## config.mk

```make
export PLATFORM = sky130hd
export DESIGN_NAME = phy_dqs_burst_ctrl_flat
export DESIGN_NICKNAME = d
export VERILOG_FILES = /design/src/rtl/phy_dqs_burst_ctrl_if.sv /design/src/rtl/phy_dqs_burst_ctrl.sv /design/src/flat_wrapper.sv
export SDC_FILE = /design/constraint.sdc
export NUM_CORES = 1
export LEC_CHECK = 0
export BUFFER_PORTS_ARGS = -buffer_cell sky130_fd_sc_hd__buf_2
export CAP_MARGIN = 20
export CORE_MARGIN = 2
export CORE_UTILIZATION = 30
export CTS_BUF_LIST = sky130_fd_sc_hd__clkbuf_2
export DETAILED_ROUTE_END_ITERATION = 8
export GPL_ROUTABILITY_DRIVEN = 0
export SLEW_MARGIN = 10
export SYNTH_ARGS = -nofsm -noshare
export SYNTH_HDL_FRONTEND = slang
export SYNTH_SLANG_ARGS = --single-unit
```

## constraint.sdc

```tcl
create_clock -name clk -period 3.55 [get_ports clk]
set_clock_uncertainty 0.1 [all_clocks]
set_input_delay 0.1775 -clock clk [delete_from_list [all_inputs] [get_ports clk]]
set_output_delay 0.1775 -clock clk [all_outputs]
set_load 0.01 [all_outputs]
```

## src/rtl/phy_dqs_burst_ctrl_if.sv

```systemverilog
// Request/response and DQ/DQS bus bundle for the PHY data/strobe engine.
// A transfer happens on a rising clk edge where valid && ready; rd_valid is a pulse with no ready.
interface phy_dqs_burst_ctrl_if #(
   parameter int DQ_W = 8,
   parameter int BL   = 8
);
   logic                 wr_valid;
   logic                 wr_ready;
   logic [DQ_W*BL-1:0]   wr_data;
   logic                 rd_req_valid;
   logic                 rd_req_ready;
   logic                 rd_valid;
   logic [DQ_W*BL-1:0]   rd_data;
   logic                 rd_err;
   logic [DQ_W-1:0]      dq_o;
   logic                 dq_oe;
   logic [DQ_W-1:0]      dq_i;
   logic                 dqs_p_o;
   logic                 dqs_n_o;
   logic                 dqs_oe;
   logic                 dqs_p_i;

   modport master (
      output wr_valid, wr_data, rd_req_valid, dq_i, dqs_p_i,
      input  wr_ready, rd_req_ready, rd_valid, rd_data, rd_err,
      input  dq_o, dq_oe, dqs_p_o, dqs_n_o, dqs_oe
   );

   modport slave (
      input  wr_valid, wr_data, rd_req_valid, dq_i, dqs_p_i,
      output wr_ready, rd_req_ready, rd_valid, rd_data, rd_err,
      output dq_o, dq_oe, dqs_p_o, dqs_n_o, dqs_oe
   );
endinterface

```

## src/rtl/phy_dqs_burst_ctrl.sv

```systemverilog
// PHY data/strobe engine: serialises write bursts with DQS preamble/toggle/postamble
// and captures read bursts on DQS transitions with a cycle timeout.
module phy_dqs_burst_ctrl #(
   parameter int DQ_W       = 8,
   parameter int BL         = 8,
   parameter int PRE_CYC    = 1,
   parameter int POST_CYC   = 1,
   parameter int RD_TIMEOUT = 32
) (
   input  logic                 clk,
   input  logic                 rst_n,
   phy_dqs_burst_ctrl_if.slave  bus,
   output logic [2:0]           state_dbg
);

   typedef enum logic [2:0] {
      IDLE     = 3'd0,
      WR_PRE   = 3'd1,
      WR_BURST = 3'd2,
      WR_POST  = 3'd3,
      RD_BURST = 3'd4
   } state_t;

   localparam int WMAX = (BL > PRE_CYC) ? ((BL > POST_CYC) ? BL : POST_CYC)
                                        : ((PRE_CYC > POST_CYC) ? PRE_CYC : POST_CYC);
   localparam int WCW  = $clog2(WMAX + 1);
   localparam int BW   = $clog2(BL + 1);
   localparam int TW   = $clog2(RD_TIMEOUT + 1);
   localparam int DW   = DQ_W * BL;

   state_t          state_q, state_d;
   logic [WCW-1:0]  wcnt_q, wcnt_d;
   logic [DW-1:0]   wbuf_q, wbuf_d;
   logic [DQ_W-1:0] dq_o_q, dq_o_d;
   logic            dq_oe_q, dq_oe_d;
   logic            dqs_p_o_q, dqs_p_o_d;
   logic            dqs_n_o_q, dqs_n_o_d;
   logic            dqs_oe_q, dqs_oe_d;
   logic [BW-1:0]   beat_q, beat_d;
   logic [TW-1:0]   tcnt_q, tcnt_d;
   logic [DW-1:0]   rd_data_q, rd_data_d;
   logic            rd_valid_q, rd_valid_d;
   logic            rd_err_q, rd_err_d;
   logic            dqs_p_q, dqs_p_d;
   logic            p_in;
   logic            rd_edge;

   // X/Z on the returned strobe is treated as a low level.
   assign p_in    = (bus.dqs_p_i === 1'b1);
   assign rd_edge = (p_in != dqs_p_q);

   assign bus.wr_ready     = (state_q == IDLE);
   assign bus.rd_req_ready = (state_q == IDLE) && !bus.wr_valid;
   assign bus.dq_o         = dq_o_q;
   assign bus.dq_oe        = dq_oe_q;
   assign bus.dqs_p_o      = dqs_p_o_q;
   assign bus.dqs_n_o      = dqs_n_o_q;
   assign bus.dqs_oe       = dqs_oe_q;
   assign bus.rd_valid     = rd_valid_q;
   assign bus.rd_data      = rd_data_q;
   assign bus.rd_err       = rd_err_q;
   assign state_dbg        = state_q;

   always_ff @(posedge clk or negedge rst_n) begin
      if (!rst_n) begin
         state_q    <= IDLE;
         wcnt_q     <= '0;
         wbuf_q     <= '0;
         dq_o_q     <= '0;
         dq_oe_q    <= 1'b0;
         dqs_p_o_q  <= 1'b0;
         dqs_n_o_q  <= 1'b1;
         dqs_oe_q   <= 1'b0;
         beat_q     <= '0;
         tcnt_q     <= '0;
         rd_data_q  <= '0;
         rd_valid_q <= 1'b0;
         rd_err_q   <= 1'b0;
         dqs_p_q    <= 1'b0;
      end else begin
         state_q    <= state_d;
         wcnt_q     <= wcnt_d;
         wbuf_q     <= wbuf_d;
         dq_o_q     <= dq_o_d;
         dq_oe_q    <= dq_oe_d;
         dqs_p_o_q  <= dqs_p_o_d;
         dqs_n_o_q  <= dqs_n_o_d;
         dqs_oe_q   <= dqs_oe_d;
         beat_q     <= beat_d;
         tcnt_q     <= tcnt_d;
         rd_data_q  <= rd_data_d;
         rd_valid_q <= rd_valid_d;
         rd_err_q   <= rd_err_d;
         dqs_p_q    <= dqs_p_d;
      end
   end

   // Outputs are computed for the cycle after the edge, so bus pins come straight from flops.
   always_comb begin
      state_d    = state_q;
      wcnt_d     = wcnt_q;
      wbuf_d     = wbuf_q;
      dq_o_d     = dq_o_q;
      dq_oe_d    = dq_oe_q;
      dqs_p_o_d  = dqs_p_o_q;
      dqs_n_o_d  = dqs_n_o_q;
      dqs_oe_d   = dqs_oe_q;
      beat_d     = beat_q;
      tcnt_d     = tcnt_q;
      rd_data_d  = rd_data_q;
      rd_valid_d = 1'b0;
      rd_err_d   = rd_err_q;
      dqs_p_d    = p_in;

      case (state_q)
         IDLE: begin
            if (bus.wr_valid) begin
               state_d   = WR_PRE;
               wcnt_d    = '0;
               wbuf_d    = bus.wr_data;
               dqs_oe_d  = 1'b1;
               dqs_p_o_d = 1'b0;
               dqs_n_o_d = 1'b1;
               dq_oe_d   = 1'b0;
            end else if (bus.rd_req_valid) begin
               state_d   = RD_BURST;
               beat_d    = '0;
               tcnt_d    = '0;
               rd_data_d = '0;
               rd_err_d  = 1'b0;
            end
         end

         WR_PRE: begin
            if (wcnt_q == WCW'(PRE_CYC - 1)) begin
               state_d   = WR_BURST;
               wcnt_d    = '0;
               dq_oe_d   = 1'b1;
               dq_o_d    = wbuf_q[DQ_W-1:0];
               wbuf_d    = wbuf_q >> DQ_W;
               dqs_p_o_d = 1'b1;
               dqs_n_o_d = 1'b0;
            end else begin
               wcnt_d = wcnt_q + WCW'(1);
            end
         end

         WR_BURST: begin
            if (wcnt_q == WCW'(BL - 1)) begin
               state_d   = WR_POST;
               wcnt_d    = '0;
               dq_oe_d   = 1'b0;
               dq_o_d    = '0;
               dqs_p_o_d = 1'b0;
               dqs_n_o_d = 1'b1;
            end else begin
               // Next beat index is wcnt_q+1; strobe is high on even beat indices.
               wcnt_d    = wcnt_q + WCW'(1);
               dq_o_d    = wbuf_q[DQ_W-1:0];
               wbuf_d    = wbuf_q >> DQ_W;
               dqs_p_o_d = wcnt_q[0];
               dqs_n_o_d = ~wcnt_q[0];
            end
         end

         WR_POST: begin
            if (wcnt_q == WCW'(POST_CYC - 1)) begin
               state_d   = IDLE;
               wcnt_d    = '0;
               dqs_oe_d  = 1'b0;
               dqs_p_o_d = 1'b0;
               dqs_n_o_d = 1'b1;
            end else begin
               wcnt_d = wcnt_q + WCW'(1);
            end
         end

         RD_BURST: begin
            tcnt_d = tcnt_q + TW'(1);
            if (rd_edge) begin
               for (int i = 0; i < BL; i++) begin
                  if (beat_q == BW'(i)) rd_data_d[i*DQ_W +: DQ_W] = bus.dq_i;
               end
               beat_d = beat_q + BW'(1);
            end
            if (rd_edge && (beat_q == BW'(BL - 1))) begin
               state_d    = IDLE;
               rd_valid_d = 1'b1;
               rd_err_d   = 1'b0;
            end else if (tcnt_q == TW'(RD_TIMEOUT - 1)) begin
               state_d    = IDLE;
               rd_valid_d = 1'b1;
               rd_err_d   = 1'b1;
            end
         end

         default: state_d = IDLE;
      endcase
   end

endmodule

```

## src/flat_wrapper.sv

```systemverilog
// flat-port wrapper written by rule: the top's interface ports become plain ports
module phy_dqs_burst_ctrl_flat 
#(
   parameter int DQ_W       = 8,
   parameter int BL         = 8,
   parameter int PRE_CYC    = 1,
   parameter int POST_CYC   = 1,
   parameter int RD_TIMEOUT = 32
)
  (clk, rst_n, state_dbg, bus_wr_valid, bus_wr_data, bus_rd_req_valid, bus_dq_i, bus_dqs_p_i, bus_wr_ready, bus_rd_req_ready, bus_rd_valid, bus_rd_data, bus_rd_err, bus_dq_o, bus_dq_oe, bus_dqs_p_o, bus_dqs_n_o, bus_dqs_oe);
  phy_dqs_burst_ctrl_if #(.DQ_W(DQ_W), .BL(BL)) bus_i ();
  input  logic clk;
  input  logic rst_n;
  output logic [2:0] state_dbg;
  input wire logic [$bits(bus_i.wr_valid)-1:0] bus_wr_valid;
  input wire logic [$bits(bus_i.wr_data)-1:0] bus_wr_data;
  input wire logic [$bits(bus_i.rd_req_valid)-1:0] bus_rd_req_valid;
  input wire logic [$bits(bus_i.dq_i)-1:0] bus_dq_i;
  input wire logic [$bits(bus_i.dqs_p_i)-1:0] bus_dqs_p_i;
  output wire logic [$bits(bus_i.wr_ready)-1:0] bus_wr_ready;
  output wire logic [$bits(bus_i.rd_req_ready)-1:0] bus_rd_req_ready;
  output wire logic [$bits(bus_i.rd_valid)-1:0] bus_rd_valid;
  output wire logic [$bits(bus_i.rd_data)-1:0] bus_rd_data;
  output wire logic [$bits(bus_i.rd_err)-1:0] bus_rd_err;
  output wire logic [$bits(bus_i.dq_o)-1:0] bus_dq_o;
  output wire logic [$bits(bus_i.dq_oe)-1:0] bus_dq_oe;
  output wire logic [$bits(bus_i.dqs_p_o)-1:0] bus_dqs_p_o;
  output wire logic [$bits(bus_i.dqs_n_o)-1:0] bus_dqs_n_o;
  output wire logic [$bits(bus_i.dqs_oe)-1:0] bus_dqs_oe;
  assign bus_i.wr_valid = bus_wr_valid;
  assign bus_i.wr_data = bus_wr_data;
  assign bus_i.rd_req_valid = bus_rd_req_valid;
  assign bus_i.dq_i = bus_dq_i;
  assign bus_i.dqs_p_i = bus_dqs_p_i;
  assign bus_wr_ready = bus_i.wr_ready;
  assign bus_rd_req_ready = bus_i.rd_req_ready;
  assign bus_rd_valid = bus_i.rd_valid;
  assign bus_rd_data = bus_i.rd_data;
  assign bus_rd_err = bus_i.rd_err;
  assign bus_dq_o = bus_i.dq_o;
  assign bus_dq_oe = bus_i.dq_oe;
  assign bus_dqs_p_o = bus_i.dqs_p_o;
  assign bus_dqs_n_o = bus_i.dqs_n_o;
  assign bus_dqs_oe = bus_i.dqs_oe;
  phy_dqs_burst_ctrl #(.DQ_W(DQ_W), .BL(BL), .PRE_CYC(PRE_CYC), .POST_CYC(POST_CYC), .RD_TIMEOUT(RD_TIMEOUT)) u_core (.clk(clk), .rst_n(rst_n), .bus(bus_i), .state_dbg(state_dbg));
endmodule
```

======== Word-level counts from Yosys, hierarchy flattened ========
Cells that the tools add are included.
word-level totals
  register bits ........................... 160
  latch bits .............................. 0
  bits in writable memories ............... 0
  bits in read-only memories .............. 0
  bits of input ports ..................... 77
  output and inout bits ................... 83
  memories kept ........................... 0
cells by class
  add/subtract/negate cells ............... 3
  multiply operators ...................... 0
  div/mod/pow operators ................... 0
  $lt $le $gt $ge ......................... 0
  equality and inequality tests ........... 33
  shift operators ......................... 0
  muxes and demuxes ....................... 57
  bitwise operators ....................... 1
  reductions and logical operators ........ 31
operators with widths
  cell                                                                      count
  64-bit two-way mux                                                        6
  64-bit one-hot mux with 3 select lines                                    1
  64-bit one-hot mux with 2 select lines                                    1
  8-bit two-way mux                                                         10
  5-bit AND reduction                                                       9
  4-bit two-way mux                                                         6
  2-bit by 1-bit inequality test with 1-bit output (second input constant)  12
  3-bit two-way mux                                                         7
  4-bit by 3-bit equality test with 1-bit output (second input constant)    5
  4-bit AND reduction                                                       5
  8-bit one-hot mux with 2 select lines                                     1
  3-bit one-hot mux with 5 select lines                                     1
  1-bit two-way mux                                                         14
  6-bit two-way mux                                                         2
  4-bit one-hot mux with 3 select lines                                     1
  6-bit one-hot mux with 2 select lines                                     1
  4-bit by 1-bit adder with 4-bit output (second input constant)            2
  4-bit by 2-bit equality test with 1-bit output (second input constant)    2
  4-bit zero test                                                           2
  2-bit inequality test (second input constant)                             4
  1-bit one-hot mux with 4 select lines                                     2
  4-bit one-hot mux with 2 select lines                                     1
  6-bit by 1-bit adder with 6-bit output (second input constant)            1
  3-bit by 2-bit equality test with 1-bit output (second input constant)    2
  other kinds (20)                                                          27

======== Depth between registers and ports, before layout ========
Gate-level depths: netlist (run 1).
  word-level depth ........................ 5
  gate-level depth with buffers ........... 11
  gate-level depth less buffers ........... 7

======== Least setup slack after synthesis (run 1) ========
OpenSTA, ideal clock, no wires.
  path type ............................... register to register
  start point ............................. reg u_core.wcnt_q[0]
  end point ............................... reg u_core.wbuf_q[10]
  arrival ................................. 1.734 ns
  data required time ...................... 3.318 ns
  slack ................................... 1.583 ns
  stages on the path, launching flop included .. 12
  buffers on the path ..................... 4
  cells stage by stage .................... dfrtp_1 -> inv_1 -> ha_1 -> or3b_1 -> buf_2 -> nor2_1 -> o21ai_1 -> buf_6 -> buf_6 -> buf_6 -> nand2_1 -> o21ai_1
between the ends
  longest elaborated chain between the ends .. 3
  elaborated cells on any way between the ends .. 5
RTL lines
  item                                                                                                               line                                                  source
  start: declaration                                                                                                 phy_dqs_burst_ctrl.sv:32                              logic [WCW-1:0] wcnt_q, wcnt_d;
  start signal: assignment                                                                                           phy_dqs_burst_ctrl.sv:82                              wcnt_q <= wcnt_d;
  4-bit by 3-bit equality test with 1-bit output / 4-bit zero test (equally long branches)                           phy_dqs_burst_ctrl.sv:149, phy_dqs_burst_ctrl.sv:135
  2-bit inequality test (no source line) / 2-bit by 1-bit inequality test with 1-bit output (equally long branches)  n/a
  4-bit AND reduction (no source line) (*)                                                                           n/a
  end signal: assignment                                                                                             phy_dqs_burst_ctrl.sv:83                              wbuf_q <= wbuf_d;
  end: declaration                                                                                                   phy_dqs_burst_ctrl.sv:33                              logic [DW-1:0] wbuf_q, wbuf_d;
Every way passes the cells marked *; elsewhere a longest branch is shown, timed or not.
A chain may end at the register's enable or synchronous reset.

======== Final worst setup path (run 1) ========
  start point ............................. reg u_core.state_q[2], in the netlist u_core.state_dbg[2]
  end point ............................... reg u_core.rd_data_q[0], in the netlist u_core.bus.rd_data[0]
between the ends
  longest elaborated chain between the ends .. 3
  elaborated cells on any way between the ends .. 9
RTL lines
  item                                                                                             line                       source
  start: declaration                                                                               phy_dqs_burst_ctrl.sv:31   state_t state_q, state_d;
  start signal: assignment                                                                         phy_dqs_burst_ctrl.sv:81   state_q <= state_d;
  3-bit equality test / 3-bit zero test (equally long branches)                                    phy_dqs_burst_ctrl.sv:115  case (state_q)
  2-bit by 1-bit inequality test with 1-bit output (no source line), or another cell as far along  n/a
  5-bit AND reduction (no source line)                                                             n/a
  end signal: assignment                                                                           phy_dqs_burst_ctrl.sv:91   rd_data_q <= rd_data_d;
  end: declaration                                                                                 phy_dqs_burst_ctrl.sv:41   logic [DW-1:0] rd_data_q, rd_data_d;
Parallel ways exist; a longest one is shown, timed or not.

==> results of run 1 <==
[final timing paths]
path                                                 start  depth (start not counted)                            endpoint
max                        u_core.state_dbg[2]$_DFFE_PN0P_                          5   u_core.bus.rd_data[0]$_DFFE_PN0P_
min                                        bus_wr_data[62]                          4       u_core.wbuf_q[62]$_DFFE_PN0P_
max reg2reg                u_core.state_dbg[2]$_DFFE_PN0P_                          5   u_core.bus.rd_data[0]$_DFFE_PN0P_
min reg2reg                 u_core.bus.dqs_n_o$_DFFE_PN1P_                          2      u_core.bus.dqs_n_o$_DFFE_PN1P_
max in group asynchronous                            rst_n                          4      u_core.bus.dqs_n_o$_DFFE_PN1P_
min in group asynchronous                            rst_n                          4  u_core.bus.rd_data[53]$_DFFE_PN0P_
[power groups by stage]
stage / clock network (W) / logic (W) / registers [W]
final: 0.000938 / 0.00328 / 0.00291
after global placement: 0 / 0.00318 / 0.00294
after detailed placement: 0 / 0.00323 / 0.00296
after floorplan: 0 / 0.00232 / 0.00296
after CTS: 0.000983 / 0.00332 / 0.00291
after global routing: 0.00107 / 0.00368 / 0.00301
[kinds of logic (layout without fill, tap and decap cells)]
family | after synthesis | after routing | synth area share
other | 0 | 1 | 0
muxes | 105 | 105 | 0.157
adders and majority gates | 7 | 7 | 0.0124
AOI/OAI and AO/OA | 126 | 126 | 0.106
xor gates and xnor gates | 7 | 7 | 0.00867
buffers and inverters | 39 | 289 | 0.0320
and+or+nand+nor | 180 | 180 | 0.118
DFF | 160 | 160 | 0.566
[metrics by stage]
step                cells  hold WS [ps]
global route         1194          16.4
detailed placement   1077           158
finish               1194          94.1
global placement     1077           159
CTS                  1192          5.60
floorplan             624          -218
[worst max-delay path, cell delays in order (launching register included)]
cell and delay [ps]:
dfrtp_1 710, o21a_1 330, nand4_1 520, nand3_1 270
o21ai_0 90, dlygate4sd3_1 570
[registers in the layout (all words and copies together), names as in the netlist, 3 cells and up]
signal / count
u_core.bus.rd_data: 64
u_core.wbuf_q: 64
u_core.bus.dq_o: 8
u_core.tcnt_q: 6
u_core.beat_q: 4
u_core.wcnt_q: 4
u_core.state_dbg: 3
[area by class of cell]
class / count / area (sq um)
inverters: 7 / 26.3
repair buffers: 251 / 1770
multi-input cells: 425 / 2870
diodes: 1 / 2.50
flip-flops and latches: 160 / 4010
clock buffers: 19 / 95.1
well taps: 319 / 399
clock inverters: 12 / 113
fillers: 2305 / 14100
[cells in the final DEF, fill, tap and decap left out, types with 2 or more instances in the layout]
cell type | synthesis | layout
clkbuf_2 | 0 | 19
nor3_1 | 8 | 8
xnor2_1 | 3 | 3
nand2_2 | 2 | 2
o21ai_1 | 28 | 27
dlygate4sd3_1 | 0 | 84
a22o_1 | 9 | 9
inv_1 | 7 | 7
clkinv_4 | 0 | 2
dfrtp_1 | 159 | 159
buf_4 | 8 | 3
mux2_2 | 47 | 47
nand2_1 | 105 | 105
nor3_2 | 2 | 2
nand3_1 | 15 | 15
a21oi_1 | 8 | 8
o21a_1 | 2 | 2
and2_1 | 9 | 9
a21oi_2 | 3 | 3
a21oi_4 | 3 | 3
buf_2 | 13 | 158
o31ai_1 | 2 | 2
nand2b_1 | 3 | 3
clkinvlp_4 | 0 | 4
inv_6 | 0 | 3
nor2b_1 | 3 | 3
mux2i_1 | 57 | 57
nand4_1 | 2 | 2
buf_12 | 0 | 4
nor2_1 | 16 | 16
xor2_1 | 4 | 4
o21ai_0 | 62 | 62
ha_1 | 7 | 7
nand3b_1 | 3 | 3
[routing by layer]
metal  GRT usage  wire [um]  vias up  share of wire
met5           0          0        -              0
met4      0.0407        178        0          0.010
met3      0.0333        561       10          0.032
met2       0.230       8470       96           0.48
met1       0.200       8260     2553           0.47
li1            -          -     2655              -
[repair_timing]
action,in CTS,in global routing
hold buffers,84,1
setup endpoints to repair,0,0
hold endpoints to repair,307,1
==> metrics.cfg, run 1 <==
[status]
outcome=complete, no violations

[critical_path]
start_kind=flop
crit_path_end_kind=flop
r2r_slack_ps=860
cp_max_fo=16
crit_required_ps=4060
worst-setup-path-type=flop to flop
worst_ep_arrival_time_ps=3200

[synthesis]
synth_area_leaders=dfrtp_1 (56%), mux2i_1 (8.1%), mux2_2 (7.5%)
ys.flop_type=dfrtp_1
yosysTopAreaCell=dfrtp_1
synth_top_area_share=0.562
synth_cell_types=52
netlist_instances=624
synth-seq-area-share=0.566
synth.most_common_cell=dfrtp_1
syn_area_sq_um=7070
synth_seq_cells=160
synth_edf_count=0
synth_common_cells=dfrtp_1 (159), nand2_1 (105), o21ai_0 (62)
yosysWarnings=0
synth_nets=708
avgSynthCellArea_sq_um=11.3
synthArstFlopShare=1.00

[route]
drt_first_pass_iters=4
via_count=5314
wl_um=17500
drt_iter0_drc=231
vias_per_cell=4.45
detail-route-antenna-nets=0
drc=0
wl_per_cell_um=14.6

[layout]
drive_gt1_frac=0.301
syn_to_final_growth_pct=31.2
nets=946
design_area_sq_um=9280
final_util=0.398

[floorplanning]
io_pins=160
die_h_um=158
die_w_um=158
start_util=0.303
row_count=56
coreArea_sq_um=23300
die_area_sq_um=24800

[pwr]
finalPower_w=0.00713
pwr-share-comb=0.460
p_leak_nw=4.66
switchingPower_w=0.00294
pwr-share-seq=0.408
clkPwrFrac=0.132
max-vdd-ir-drop_mv=0.375
intPower_w=0.00419
switching_share=0.412
p_per_area_nw_per_um2=768

[run]
maxCapViolCount=0

[timing]
fmax_mhz=371
setup-tns-final_ps=0
rsz0062_at_grt=false
relSlewSlack=0.433
final.setup.worst_slack_ps=858
final_max_slew_viol_count=0
report.final.setup_viol=0
fin_crit_ps=2690
tightestPinTransition_ps=850
fin_crit_sh=0.758
finalHoldViolations=0

[global_route]
grt_pass1_wl_um=28200
grt_pass1_vias=5303
grt_max_degree=84
track_usage=0.145
grt.overflow.total=0
antenna_found_initial=1

[hold_path]
worstHoldPathType=input pin to flop

[placement]
pre_cts_ws_ps=1220
dp_hpwl_um=11800
place_area_sq_um=8200
port_buffers=159

[clocking]
cts_setup_buffers=0
cts_sinks=160
root_buffer=clkbuf_2
numCtsBuffers=17
clk_path_buf_depth=2
cts_tree=yes
insertion_delay_ps=720
path_clk_slew_ps=240
post_cts_resize_count=0
cts.htree.levels=4

(Power assumes the default switching activity.)
==> run 2: changes to the inputs <==
- ABC_AREA: unset -> 1
- clock period: 3.55 -> 2.65 ns (I/O delays scaled with it)
==> metrics.cfg, run 2 <==
[synthesis]
synth_common_cells=nand2_1 (486), dfrtp_1 (159), o21ai_0 (60)  ; was dfrtp_1 (159), nand2_1 (105), o21ai_0 (62)
syn_area_sq_um=7360  ; was 7070 sq um
yosysTopAreaCell=dfrtp_1  ; unchanged
synth_top_area_share=0.540  ; was 0.562
synthArstFlopShare=1.00  ; unchanged
synth_cell_types=29  ; was 52
netlist_instances=921  ; was 624
synth_area_leaders=dfrtp_1 (54%), nand2_1 (25%), o21ai_0 (4.1%)  ; was dfrtp_1 (56%), mux2i_1 (8.1%), mux2_2 (7.5%)
synth_seq_cells=160  ; unchanged
synth_nets=1005  ; was 708
yosysWarnings=0  ; unchanged
avgSynthCellArea_sq_um=8.00  ; was 11.3 sq um
synth-seq-area-share=0.544  ; was 0.566
ys.flop_type=dfrtp_1  ; unchanged
synth.most_common_cell=nand2_1  ; was dfrtp_1
synth_edf_count=0  ; unchanged

[route]
vias_per_cell=4.47  ; was 4.45
via_count=6725  ; was 5314
wl_um=20000  ; was 17500 um
drc=0  ; unchanged
drt_first_pass_iters=5  ; was 4
wl_per_cell_um=13.3  ; was 14.6 um
drt_iter0_drc=468  ; was 231
detail-route-antenna-nets=0  ; unchanged

[timing]
tightestPinTransition_ps=747  ; was 850 ps
report.final.setup_viol=0  ; unchanged
finalHoldViolations=0  ; unchanged
relSlewSlack=0.502  ; was 0.433
fin_crit_ps=2300  ; was 2690 ps
fin_crit_sh=0.869  ; was 0.758
holdWs_ps=121  ; was 94.1 ps
setup-tns-final_ps=0  ; unchanged
fmax_mhz=434  ; was 371 MHz
rsz0062_at_grt=false  ; unchanged
final_max_slew_viol_count=0  ; unchanged

[floorplanning]
die_area_sq_um=25800  ; was 24800 sq um
coreArea_sq_um=24200  ; was 23300 sq um
die_w_um=161  ; was 158 um
die_h_um=161  ; was 158 um
io_pins=160  ; unchanged
row_count=57  ; was 56
start_util=0.305  ; was 0.303

[clocking]
cts_setup_buffers=0  ; unchanged
clk_path_buf_depth=2  ; unchanged
cts_tree=yes  ; unchanged
cts_sinks=160  ; unchanged
post_cts_resize_count=0  ; unchanged
insertion_delay_ps=710  ; was 720 ps
numCtsBuffers=17  ; unchanged
cts.htree.levels=4  ; unchanged
path_clk_slew_ps=300  ; was 240 ps
root_buffer=clkbuf_2  ; unchanged

[critical_path]
start_kind=flop  ; unchanged
crit_path_end_kind=flop  ; unchanged
slowest_stage=dlygate4sd3_1  ; was dfrtp_1
crit_chain=nor2_2 > nand2_2 > inv_2 > nand2_4 > inv_1 > nor2_1 > buf_4 > nand3_1 > dlygate4sd3_1 > nand2_1  ; was o21a_1 > nand4_1 > nand3_1 > o21ai_0 > dlygate4sd3_1
worst-setup-path-type=flop to flop  ; unchanged
critPathMaxStageDelay_ps=550  ; was 710 ps
crit_required_ps=3190  ; was 4060 ps
worst_ep_arrival_time_ps=2840  ; was 3200 ps
cp_max_fo=14  ; was 16

[pwr]
p_per_area_nw_per_um2=1070  ; was 768 nW/um^2
p_leak_nw=5.27  ; was 4.66 nW
max-vdd-ir-drop_mv=0.535  ; was 0.375 mV

[placement]
placed_cells=1377  ; was 1077
port_buffers=159  ; unchanged
dp_hpwl_um=13100  ; was 11800 um

[global_route]
antenna_found_initial=0  ; was 1
grt.overflow.total=0  ; unchanged
grt_pass1_vias=6618  ; was 5303
grt_pass1_wl_um=32800  ; was 28200 um
grt_max_degree=77  ; was 84
track_usage=0.157  ; was 0.145

[layout]
nFillCells=2483  ; was 2305
syn_to_final_growth_pct=31.3  ; was 31.2%
layout_common_cells=nand2_1 (485), dfrtp_1 (159), buf_2 (158), dlygate4sd3_1 (96), o21ai_0 (60)  ; was dfrtp_1 (159), buf_2 (158), nand2_1 (105), dlygate4sd3_1 (84), o21ai_0 (62)
layout_commonest_cell=nand2_1  ; was dfrtp_1
diodes=0  ; was 1
stdcell_count=1506  ; was 1194
drive_gt1_frac=0.192  ; was 0.301
nets=1253  ; was 946
multi_input_area_sq_um=2930  ; was 2870 sq um
seq_area_sq_um=4010  ; unchanged

[hold_path]
worstHoldPathType=input pin to flop  ; unchanged

[status]
outcome=complete, no violations  ; unchanged

[run]
maxCapViolCount=0  ; unchanged

## run 2: changes by cell type in the layout (fill, tap and decap cells not counted), sizes merged, moves of 9 or more
cell | before | now
o21ai | 91 | 76
and2 | 10 | 0
nand3 | 15 | 49
mux2 | 48 | 0
nor2 | 18 | 31
nand2 | 107 | 491
mux2i | 57 | 0
nor3 | 10 | 1
inv | 10 | 58
dlygate4sd3 | 84 | 96
## run 2: layer usage
metal | routed length [um] | track usage | vias to the layer above
met3 | 977 | 0.0349 | 17
li1 | - | - | 3365
met5 | 0 | 0 | -
met1 | 9210 | 0.204 | 3160
met4 | 220 | 0.0442 | 0
met2 | 9620 | 0.265 | 183
## run 2: critical path, delay by kind of cell (launching register included)
kind,cells,cell delay [ps]
DFF,1,520
buffers and inverters,4,1010
and+or+nand+nor,6,590
## run 2: what timing repair did
item,CTS,global route
hold buffers,96,0
hold endpoints to repair,312,0
endpoints found under the setup margin,0,0
## run 2: layout make-up
cell class                      count  share of cell area
Multi-Input combinational cell    676               0.303
Sequential cell                   160               0.414
Timing Repair Buffer              266               0.196
Inverter                           48              0.0186
Clock inverter                     15              0.0168
Tap cell                          324              0.0419
Clock buffer                       17             0.00880
## run 2: per-stage QoR
step / utilization / worst slack, ps / total power (W) / instance area (sq um)
5_1_grt: 0.400 / 139 / 0.0114 / 9670
2_1_floorplan: - / 910 / 0.00753 / 7360
3_5_place_dp: 0.349 / 392 / 0.00890 / 8440
4_1_cts: 0.399 / 296 / 0.0104 / 9650
6_report: 0.400 / 346 / 0.0103 / 9670
3_3_place_gp: 0.349 / 447 / 0.00882 / 8440
## run 2: cells by family after synthesis
logic type               synth area share
AND/OR/NAND/NOR                     0.314
flip-flops                          0.544
AO/OA/AOI/OAI                      0.0629
buffers and inverters              0.0590
XOR/XNOR                          0.00833
adder cells (fa/ha/maj)            0.0119
## run 2: path summary, 6_finish.rpt
| path | cells after the start | end | slack [ps] | start |
|---|---|---|---|---|
| setup reg to reg | 10 | u_core.bus.rd_data[1]$_DFFE_PN0P_ | 350 | u_core.state_dbg[1]$_DFFE_PN0P_ |
| setup / recovery | 10 | u_core.bus.rd_data[1]$_DFFE_PN0P_ | 350 | u_core.state_dbg[1]$_DFFE_PN0P_ |
| hold / removal | 6 | u_core.wbuf_q[47]$_DFFE_PN0P_ | 120 | bus_wr_data[47] |
| min in group asynchronous | 3 | u_core.wbuf_q[49]$_DFFE_PN0P_ | 390 | rst_n |
| hold reg to reg | 2 | u_core.wbuf_q[31]$_DFFE_PN0P_ | 410 | u_core.wbuf_q[31]$_DFFE_PN0P_ |
| max in group asynchronous | 4 | u_core.wbuf_q[12]$_DFFE_PN0P_ | 1220 | rst_n |
## run 2: report_power, final
group	leakage (nW)	internal [W]	switching [W]
Combinational	3.02	0.00170	0.00327
Sequential	2.10	0.00341	0.000560
Clock	0.149	0.000324	0.00108
Total	5.27	0.00543	0.00490
